==> src/rtl/sync_fifo_p.sv <==
// sync_fifo_p: single-clock FIFO with configurable width/depth, occupancy
// count, programmable almost-full/almost-empty thresholds and sticky
// overflow/underflow flags.
//
// Compile-time option:
//   SYNC_FIFO_FWFT_EN  defined   -> first-word-fall-through read port: an output
//                                   stage prefetches the head word and empty
//                                   reflects that stage's valid bit.
//                      undefined -> standard read port: rd_data is loaded on
//                                   the edge that accepts a read.
//
// Pointers are AW+1 bits wide. The MSB is a wrap bit, so full and empty can be
// told apart when the low address bits match. count is kept as a separate
// register, and full is decoded from the pointers alone. The two encodings
// describe the same state and must always agree.

module sync_fifo_p #(
  parameter int WIDTH    = 8,
  parameter int DEPTH    = 8,
  parameter int AF_LEVEL = DEPTH - 2,
  parameter int AE_LEVEL = 1
) (
  input  logic                     clk,
  input  logic                     rst,
  input  logic                     wr_en,
  input  logic [WIDTH-1:0]         wr_data,
  input  logic                     rd_en,
  output logic [WIDTH-1:0]         rd_data,
  output logic                     full,
  output logic                     empty,
  output logic                     almost_full,
  output logic                     almost_empty,
  output logic [$clog2(DEPTH):0]   count,
  output logic                     overflow,
  output logic                     underflow
);

  localparam int AW = $clog2(DEPTH);

  typedef logic [AW:0] ptr_t;

  localparam ptr_t ZERO_C = {(AW+1){1'b0}};
  localparam ptr_t ONE_C  = ptr_t'(1);
  localparam ptr_t AF_C   = ptr_t'(AF_LEVEL);
  localparam ptr_t AE_C   = ptr_t'(AE_LEVEL);

  // Advance a pointer by one entry; the wrap bit toggles on address rollover.
  function automatic ptr_t ptr_inc(input ptr_t p);
    return p + ONE_C;
  endfunction

  // Pointers name the same slot but sit on different laps of the buffer.
  function automatic logic ptrs_full(input ptr_t w, input ptr_t r);
    return (w[AW] != r[AW]) && (w[AW-1:0] == r[AW-1:0]);
  endfunction

  // ------------------------------------------------------------------------
  // Storage and state
  // ------------------------------------------------------------------------
  logic [WIDTH-1:0] mem_r [DEPTH];

  ptr_t wr_ptr_r;
  ptr_t rd_ptr_r;
  ptr_t count_r;
  logic overflow_r;
  logic underflow_r;
  logic [WIDTH-1:0] rd_data_r;

  ptr_t wr_ptr_nxt_s;
  ptr_t rd_ptr_nxt_s;
  ptr_t count_nxt_s;

  logic full_s;
  logic empty_s;
  logic almost_full_s;
  logic almost_empty_s;
  logic wr_accept_s;
  logic rd_accept_s;
  logic ovf_hit_s;
  logic udf_hit_s;

  // Decode full from the pointer pair.
  always_comb begin
    full_s = ptrs_full(wr_ptr_r, rd_ptr_r);
  end

  // Threshold flags are a direct decode of the registered occupancy.
  always_comb begin
    almost_full_s  = (count_r >= AF_C);
    almost_empty_s = (count_r <= AE_C);
  end

  // Accept/reject decisions use pre-edge flags only; reset masks all requests.
  always_comb begin
    wr_accept_s = 1'b0;
    rd_accept_s = 1'b0;
    ovf_hit_s   = 1'b0;
    udf_hit_s   = 1'b0;
    if (rst) begin
      wr_accept_s = 1'b0;
      rd_accept_s = 1'b0;
      ovf_hit_s   = 1'b0;
      udf_hit_s   = 1'b0;
    end else begin
      wr_accept_s = wr_en & ~full_s;
      rd_accept_s = rd_en & ~empty_s;
      ovf_hit_s   = wr_en & full_s;
      udf_hit_s   = rd_en & empty_s;
    end
  end

  // Next pointer and occupancy values; a simultaneous push and pop cancel.
  always_comb begin
    wr_ptr_nxt_s = wr_ptr_r;
    rd_ptr_nxt_s = rd_ptr_r;
    count_nxt_s  = count_r;

    if (wr_accept_s) begin
      wr_ptr_nxt_s = ptr_inc(wr_ptr_r);
    end else begin
      wr_ptr_nxt_s = wr_ptr_r;
    end

    if (rd_accept_s) begin
      rd_ptr_nxt_s = ptr_inc(rd_ptr_r);
    end else begin
      rd_ptr_nxt_s = rd_ptr_r;
    end

    case ({wr_accept_s, rd_accept_s})
      2'b10:   count_nxt_s = count_r + ONE_C;
      2'b01:   count_nxt_s = count_r - ONE_C;
      default: count_nxt_s = count_r;
    endcase
  end

  // Pointer, occupancy and sticky error registers.
  always_ff @(posedge clk) begin
    if (rst) begin
      wr_ptr_r    <= ZERO_C;
      rd_ptr_r    <= ZERO_C;
      count_r     <= ZERO_C;
      overflow_r  <= 1'b0;
      underflow_r <= 1'b0;
    end else begin
      wr_ptr_r    <= wr_ptr_nxt_s;
      rd_ptr_r    <= rd_ptr_nxt_s;
      count_r     <= count_nxt_s;
      overflow_r  <= overflow_r  | ovf_hit_s;
      underflow_r <= underflow_r | udf_hit_s;
    end
  end

  // Storage array write port; contents are deliberately not cleared by reset.
  always_ff @(posedge clk) begin
    if (wr_accept_s) begin
      mem_r[wr_ptr_r[AW-1:0]] <= wr_data;
    end
  end

`ifdef SYNC_FIFO_FWFT_EN
  // ------------------------------------------------------------------------
  // First-word-fall-through output stage. It holds a copy of mem[rd_ptr].
  // The stored words are still counted by the pointers and count_r, so full
  // keeps its meaning. A word written at edge N only becomes visible at
  // edge N+1, because the stage reloads from words that existed before the
  // current edge.
  // ------------------------------------------------------------------------
  logic valid_r;
  logic load_s;
  logic avail_s;
  ptr_t remain_s;

  // Reader sees data only once the output stage is valid.
  always_comb begin
    empty_s = ~valid_r;
  end

  // The stage refills when it is empty or being popped. It loads only if a
  // word written before this edge remains behind the popped head.
  always_comb begin
    load_s = ~valid_r | rd_accept_s;
    if (rd_accept_s) begin
      remain_s = count_r - ONE_C;
    end else begin
      remain_s = count_r;
    end
    avail_s = (remain_s != ZERO_C);
  end

  // Output stage register: head word plus its valid bit.
  always_ff @(posedge clk) begin
    if (rst) begin
      rd_data_r <= {WIDTH{1'b0}};
      valid_r   <= 1'b0;
    end else if (load_s) begin
      if (avail_s) begin
        rd_data_r <= mem_r[rd_ptr_nxt_s[AW-1:0]];
        valid_r   <= 1'b1;
      end else begin
        rd_data_r <= rd_data_r;
        valid_r   <= 1'b0;
      end
    end else begin
      rd_data_r <= rd_data_r;
      valid_r   <= valid_r;
    end
  end
`else
  // Standard mode: any stored word is available to the reader.
  always_comb begin
    empty_s = (count_r == ZERO_C);
  end

  // Read data register loads on an accepted pop and holds otherwise.
  always_ff @(posedge clk) begin
    if (rst) begin
      rd_data_r <= {WIDTH{1'b0}};
    end else if (rd_accept_s) begin
      rd_data_r <= mem_r[rd_ptr_r[AW-1:0]];
    end else begin
      rd_data_r <= rd_data_r;
    end
  end
`endif

  // ------------------------------------------------------------------------
  // Outputs
  // ------------------------------------------------------------------------
  assign rd_data      = rd_data_r;
  assign full         = full_s;
  assign empty        = empty_s;
  assign almost_full  = almost_full_s;
  assign almost_empty = almost_empty_s;
  assign count        = count_r;
  assign overflow     = overflow_r;
  assign underflow    = underflow_r;

endmodule
==> config.mk <==
export PLATFORM = sky130hd
export DESIGN_NAME = sync_fifo_p
export DESIGN_NICKNAME = d
export VERILOG_FILES = /design/src/rtl/sync_fifo_p.sv
export SDC_FILE = /design/constraint.sdc
export NUM_CORES = 1
export LEC_CHECK = 0
export ABC_AREA = 0
export ABC_CLOCK_PERIOD_IN_PS = 2600
export CAP_MARGIN = 5
export CORE_UTILIZATION = 54
export CTS_BUF_LIST = sky130_fd_sc_hd__clkbuf_2
export DETAILED_ROUTE_END_ITERATION = 12
export PLACE_DENSITY = 0.77
export SLEW_MARGIN = 5
export SYNTH_ARGS = -nofsm -noshare
export SYNTH_HDL_FRONTEND = slang
export SYNTH_SLANG_ARGS = --single-unit
==> constraint.sdc <==
create_clock -name clk -period 2.6 [get_ports clk]
set_input_delay 0.52 -clock clk [delete_from_list [all_inputs] [get_ports clk]]
set_output_delay 0.52 -clock clk [all_outputs]
set_load 0.005 [all_outputs]
; ---- After elaboration in Yosys (flattened, before gate mapping)
; Memory sizes are Yosys's and may differ from the RTL's. A register that Yosys moved wholly into a read port is not among the register bits.
; Cells that the tools add are included.
; W data, S select, Z words.
[op_classes]
addsub = 4
order_cmp = 2
n_eq_ne = 4
n_mux = 7
n_bitwise = 8
n_reduce_logical = 3
[ops]
columns = cell, count
row1 = $add A4 B1 Y4 const B, 3
row2 = $pmux W4 S2, 1
row3 = $mux W1, 6
row4 = $and A1 B1 Y1, 4
row5 = $ge A4 B3 Y1 const B, 1
row6 = $le A4 B1 Y1 const B, 1
row7 = $logic_not A4 Y1, 1
row8 = $sub A4 B1 Y4 const B, 1
row9 = $eq A3 B3 Y1, 1
row10 = $eq A2 B1 Y1 const B, 1
row11 = $eq A2 B2 Y1 const B, 1
row12 = $not A1 Y1, 2
row13 = $or A1 B1 Y1, 2
row14 = $reduce_bool A2 Y1, 1
row15 = $logic_and A1 B1 Y1, 1
row16 = $ne A1 B1 Y1, 1
[totals]
reg_bits = 14
mem_bits_rw = 64
inputBits = 12
out_inout_bits = 18
elab_cells = 34
n_memories = 1
[mem_list]
columns = memory, depth, word_bits, rd, rd_ports_with_merged_regs, write_ports, line_no
row1 = mem_r, 8, 8, 1, 1, 1, 60  ; logic [WIDTH-1:0] mem_r [DEPTH];

; ---- Depth between registers and ports, before layout
[logic_depth]
word_depth = 7
depth_mapped = 13
mapped_depth_nobuf = 11

; ---- Worst setup path before layout
; OpenSTA, ideal clock, no wires.
[synth_path]
path_type = register to register
from = register count_r[0] (netlist: count[0])
to = register count_r[3] (netlist: count[3])
setup_ns = 0.128
arrival_time_ns = 2.714
required_ns = 2.472
slack_ns = -0.242
path_stages_with_launch = 14
period_less_slack_ns = 2.842
cell_sequence = dfxtp_1 inv_1 ha_1 or3b_2 buf_2 nand2_1 or2_2 buf_2 inv_1 ha_1 or4b_2 a21oi_1 xnor2_1 nor2_1
[synth_between]
elab_chain_len = 6
word_cells_on_any_way = 10
[synth_lines]
columns = item, line_no
row1 = "start, declared", 64  ; ptr_t count_r;
row2 = "start signal, assigned", 148  ; count_r <= count_nxt_s;
row3 = $logic_not A4 Y1 (*), 212  ; empty_s = (count_r == ZERO_C);
row4 = $not A1 Y1 (*), 106  ; rd_accept_s = rd_en & ~empty_s;
row5 = $and A1 B1 Y1 (*), 106
row6 = $mux W1 (*), 99  ; if (rst) begin
row7 = named net rd_accept_s, 78  ; logic rd_accept_s;
row8 = $eq A2 B1 Y1 / $eq A2 B2 Y1 (equally long branches), 130  ; case ({wr_accept_s, rd_accept_s})
row9 = $pmux W4 S2 / $reduce_bool A2 Y1 (equally long branches), --
; Mark *: on every way through the listed nets, which the timed path passes. The rest lies on a longest branch.
; A chain may end at the register's enable or synchronous reset.

; ---- Final worst setup path
[layout_path]
from = register count_r[1] (netlist: count[1])
to = register count_r[3] (netlist: count[3])
; Same word-level chain as after synthesis.

==> key figures <==
Worst setup path
  • CP bufs+invs: 3
  • Worst-path cell chain: inv_2 -> ha_2 -> or3b_4 -> buf_4 -> nand2_1 -> or2_2 -> inv_2 -> ha_4 -> or4b_4 -> a21oi_2 -> xnor2_1 -> nor2_1
  • Crit path DAT: roughly 2900 ps
  • Setup crit start kind: flop
  • CP max FO: 5
  • Worst path slowest cell: or4b_4
  • CP required: 3060 ps
  • Crit path kind: flop to flop
  • Crit. End Element: flop
  • Crit-path leading delay family: simple AND/OR/NAND/NOR gates
  • Max stage delay on crit path: between 400 and 500 ps
  • Top cell by count, worst path: inv_2

Floorplanning
  • Die ar.: between 6000 and 7000 um^2
  • Cell row count: 29
  • Die Ht: 82.7 um
  • Chip Width: about 83 um
  • Initial core utilization: 0.558
  • Core box area: about 6300 um^2
  • # IOs: 30

Detailed routing
  • Routed Antenna Nets: 0
  • DR vias/cell: about 5.6
  • Initial DRC Count: between 90 and 100
  • Vias: ~2100
  • First-pass detailed-route iteration total: 4
  • WL/cell: about 18 um
  • DRC Markers: 0
  • WL final: approximately 6500 um

Synth
  • Cells after synthesis: ~240
  • Mapped Area: 3520 um^2
  • Synthesized Nets: 255
  • Async set-reset flop share out of synthesis: 0
  • Avg Inst Size Synth: roughly 15 um^2
  • EDFF count, synth: between 60 and 70
  • Ys Warns: 0
  • Register area share after synthesis: 0.671
  • Yosys reg bits: 86
  • Main synth FF type: edfxtp_1
  • Post-synth cell types: 38

GRT
  • Total GRT Usage: 0.211
  • Residual overflow from global routing: 0
  • Vias in the first global route: approximately 2000
  • First-pass GRT wire length: between 10000 and 15000 um
  • Largest net degree at the start of global routing: 28
  • Initial antenna violation count: 0

STA
  • Final Cycle Share: 0.935
  • Measured slew at the worst slew-check pin: 465 ps
  • Max-slew violation count: 0
  • Setup WS post-layout: between 150 and 200 ps
  • Crit path time final: between 2000 and 2500 ps
  • Final setup violation count: 0
  • Rel. slew slack: 0.687
  • Setup TNS Final: 0 ps
  • Final hold vios: 0
  • Layout Skew: between 20 and 30 ps
  • RSZ-0062 raised after global routing: false
  • Max Freq: approximately 0.41 GHz

Placement
  • GPL Wtd Cong: 0.838
  • Port bufs: 29
  • Setup WS pre-CTS: 99.3 ps
  • Placed cell areas: between 4000 and 5000 um^2
  • HPWL after DPL: between 4000 and 5000 um

Final layout
  • Final-layout fill cell count: 483
  • Layout cells sized above 1: 0.282
  • Highest-count cells in the layout ignoring fill and taps: edfxtp_1 (64), clkdlybuf4s50_1 (26), buf_4 (25)
  • Post-Layout Inst Area: 4190 um^2
  • Nets: around 310
  • N_diodes: 0
  • Area Growth Syn to Fin: 19.0%
  • Commonest non-fill, non-tap cell in the layout: edfxtp_1

Clock network
  • CTS Buffer Depth: 2
  • Skew-Pair Late Insertion Delay: approximately 520 ps
  • Clock sink count: 86
  • H-tree levels: 3
  • Root buffer cell: clkbuf_2
  • Reg clk slew, reported paths: approximately 240 ps
  • Num CTS Buffers: 9
  • CTS tree: yes

Power
  • Switching power: between 0.7 and 0.8 mW
  • Comb pwr share: 0.176
  • Peak supply drop: ~0.44 mV
  • P per Cell Area: 625 nW/um^2
  • Static Leak: around 1.5 nW
  • Sequential share of power: 0.591
  • Sw Share: 0.272
  • Clock power frac: 0.233
  • P_int: 1.91 mW

Status
  • Status: finished, final reports clean

Worst hold path
  • HP Class: flop to flop

Run
  • Max Cap Viol: 0
sequential cells by signal, summed over array words and instances (netlist names):
| name | count |
|---|---|
| rd_ptr_r | 4 |
| overflow | 1 |
| wr_ptr_r | 4 |
| mem_r | 64 |
| count | 4 |
| rd_data | 8 |
| underflow | 1 |
worst register-to-register path, cell delays in order (launching register included):
cell and delay (ps):
dfxtp_4 410, inv_2 50, ha_2 180, or3b_4 230
buf_4 130, nand2_1 90, or2_2 310, inv_2 70
ha_4 140, or4b_4 450, a21oi_2 140, xnor2_1 130
nor2_1 50
cell type report:
class | count | area [um^2] | share of cell area
inverters | 4 | 15.0 | 0.00358
clock buffers | 9 | 45.0 | 0.0107
multi-input cells | 134 | 1120 | 0.268
repair buffers | 54 | 482 | 0.115
flip-flops and latches | 86 | 2370 | 0.566
well taps | 77 | 96.3 | 0.0230
clock inverters | 7 | 58.8 | 0.0140
synth_stat cells, types with 2 or more instances:
cell	count	area share
nand2b_1	2	0.0036
o31ai_1	8	0.017
o21ai_0	4	0.0057
buf_2	5	0.0071
or2_2	2	0.0036
clkbuf_1	4	0.0043
ha_1	7	0.025
nor3b_2	2	0.0071
nand2_1	14	0.015
a21oi_1	8	0.011
xnor2_1	2	0.0050
nor3b_1	2	0.0043
mux4_2	8	0.051
mux2i_1	2	0.0057
dfxtp_1	22	0.13
edfxtp_1	64	0.55
nor3_1	2	0.0028
or3_1	4	0.0071
inv_1	4	0.0043
nand3_1	3	0.0043
mux2_2	16	0.051
xor2_1	8	0.020
nor2_1	21	0.022
o22ai_1	8	0.014
layer usage:
layer	GRT usage	routed length [um]
met4	0.102	91
met5	0	0
met2	0.329	3300
met1	0.279	2890
met3	0.0505	233
through the flow:
stage               instances  utilization  power (mW)  hold slack, ps
finish                    371        0.664        2.62             469
global route              371        0.664        2.75             491
CTS                       371        0.662        2.64             474
detailed placement        350        0.637        2.01             442
global placement          350        0.637        2.00             438
floorplan                 236            -        1.85             449
final timing paths:
check                     startpoint                      end  slack [ps]  cells past startpoint
min          rd_data[0]$_SDFFE_PP0P_  rd_data[0]$_SDFFE_PP0P_         470                      2
min reg2reg  rd_data[0]$_SDFFE_PP0P_  rd_data[0]$_SDFFE_PP0P_         470                      2
max            count[1]$_SDFFE_PP0P_    count[3]$_SDFFE_PP0P_         170                     12
max reg2reg    count[1]$_SDFFE_PP0P_    count[3]$_SDFFE_PP0P_         170                     12
power by group through the flow:
stage / combinational, mW / clock (mW) / sequential [mW]
finish: 0.461 / 0.610 / 1.55
detailed placement: 0.429 / 0 / 1.59
floorplan: 0.274 / 0 / 1.58
global placement: 0.422 / 0 / 1.58
CTS: 0.463 / 0.634 / 1.55
global route: 0.506 / 0.691 / 1.55
cell families (layout without fill, tap and decap cells):
logic type,Yosys count,after routing,share of synthesized area
mux,26,26,0.108
buf+inv,16,74,0.0220
simple gates,60,60,0.0917
fa+ha+maj,7,7,0.0249
flops,86,86,0.671
compound gates,30,30,0.0530
xor+xnor,11,11,0.0295
repair_timing:
action | in CTS | in global routing
gates resized for setup | 5 | 5
endpoints found under the setup margin | 2 | 4
buffers inserted | 5 | 0
hold buffers | 0 | 0
cloned | 0 | 0
pin swaps | 2 | 0
Power figures use the tool's default switching activity.
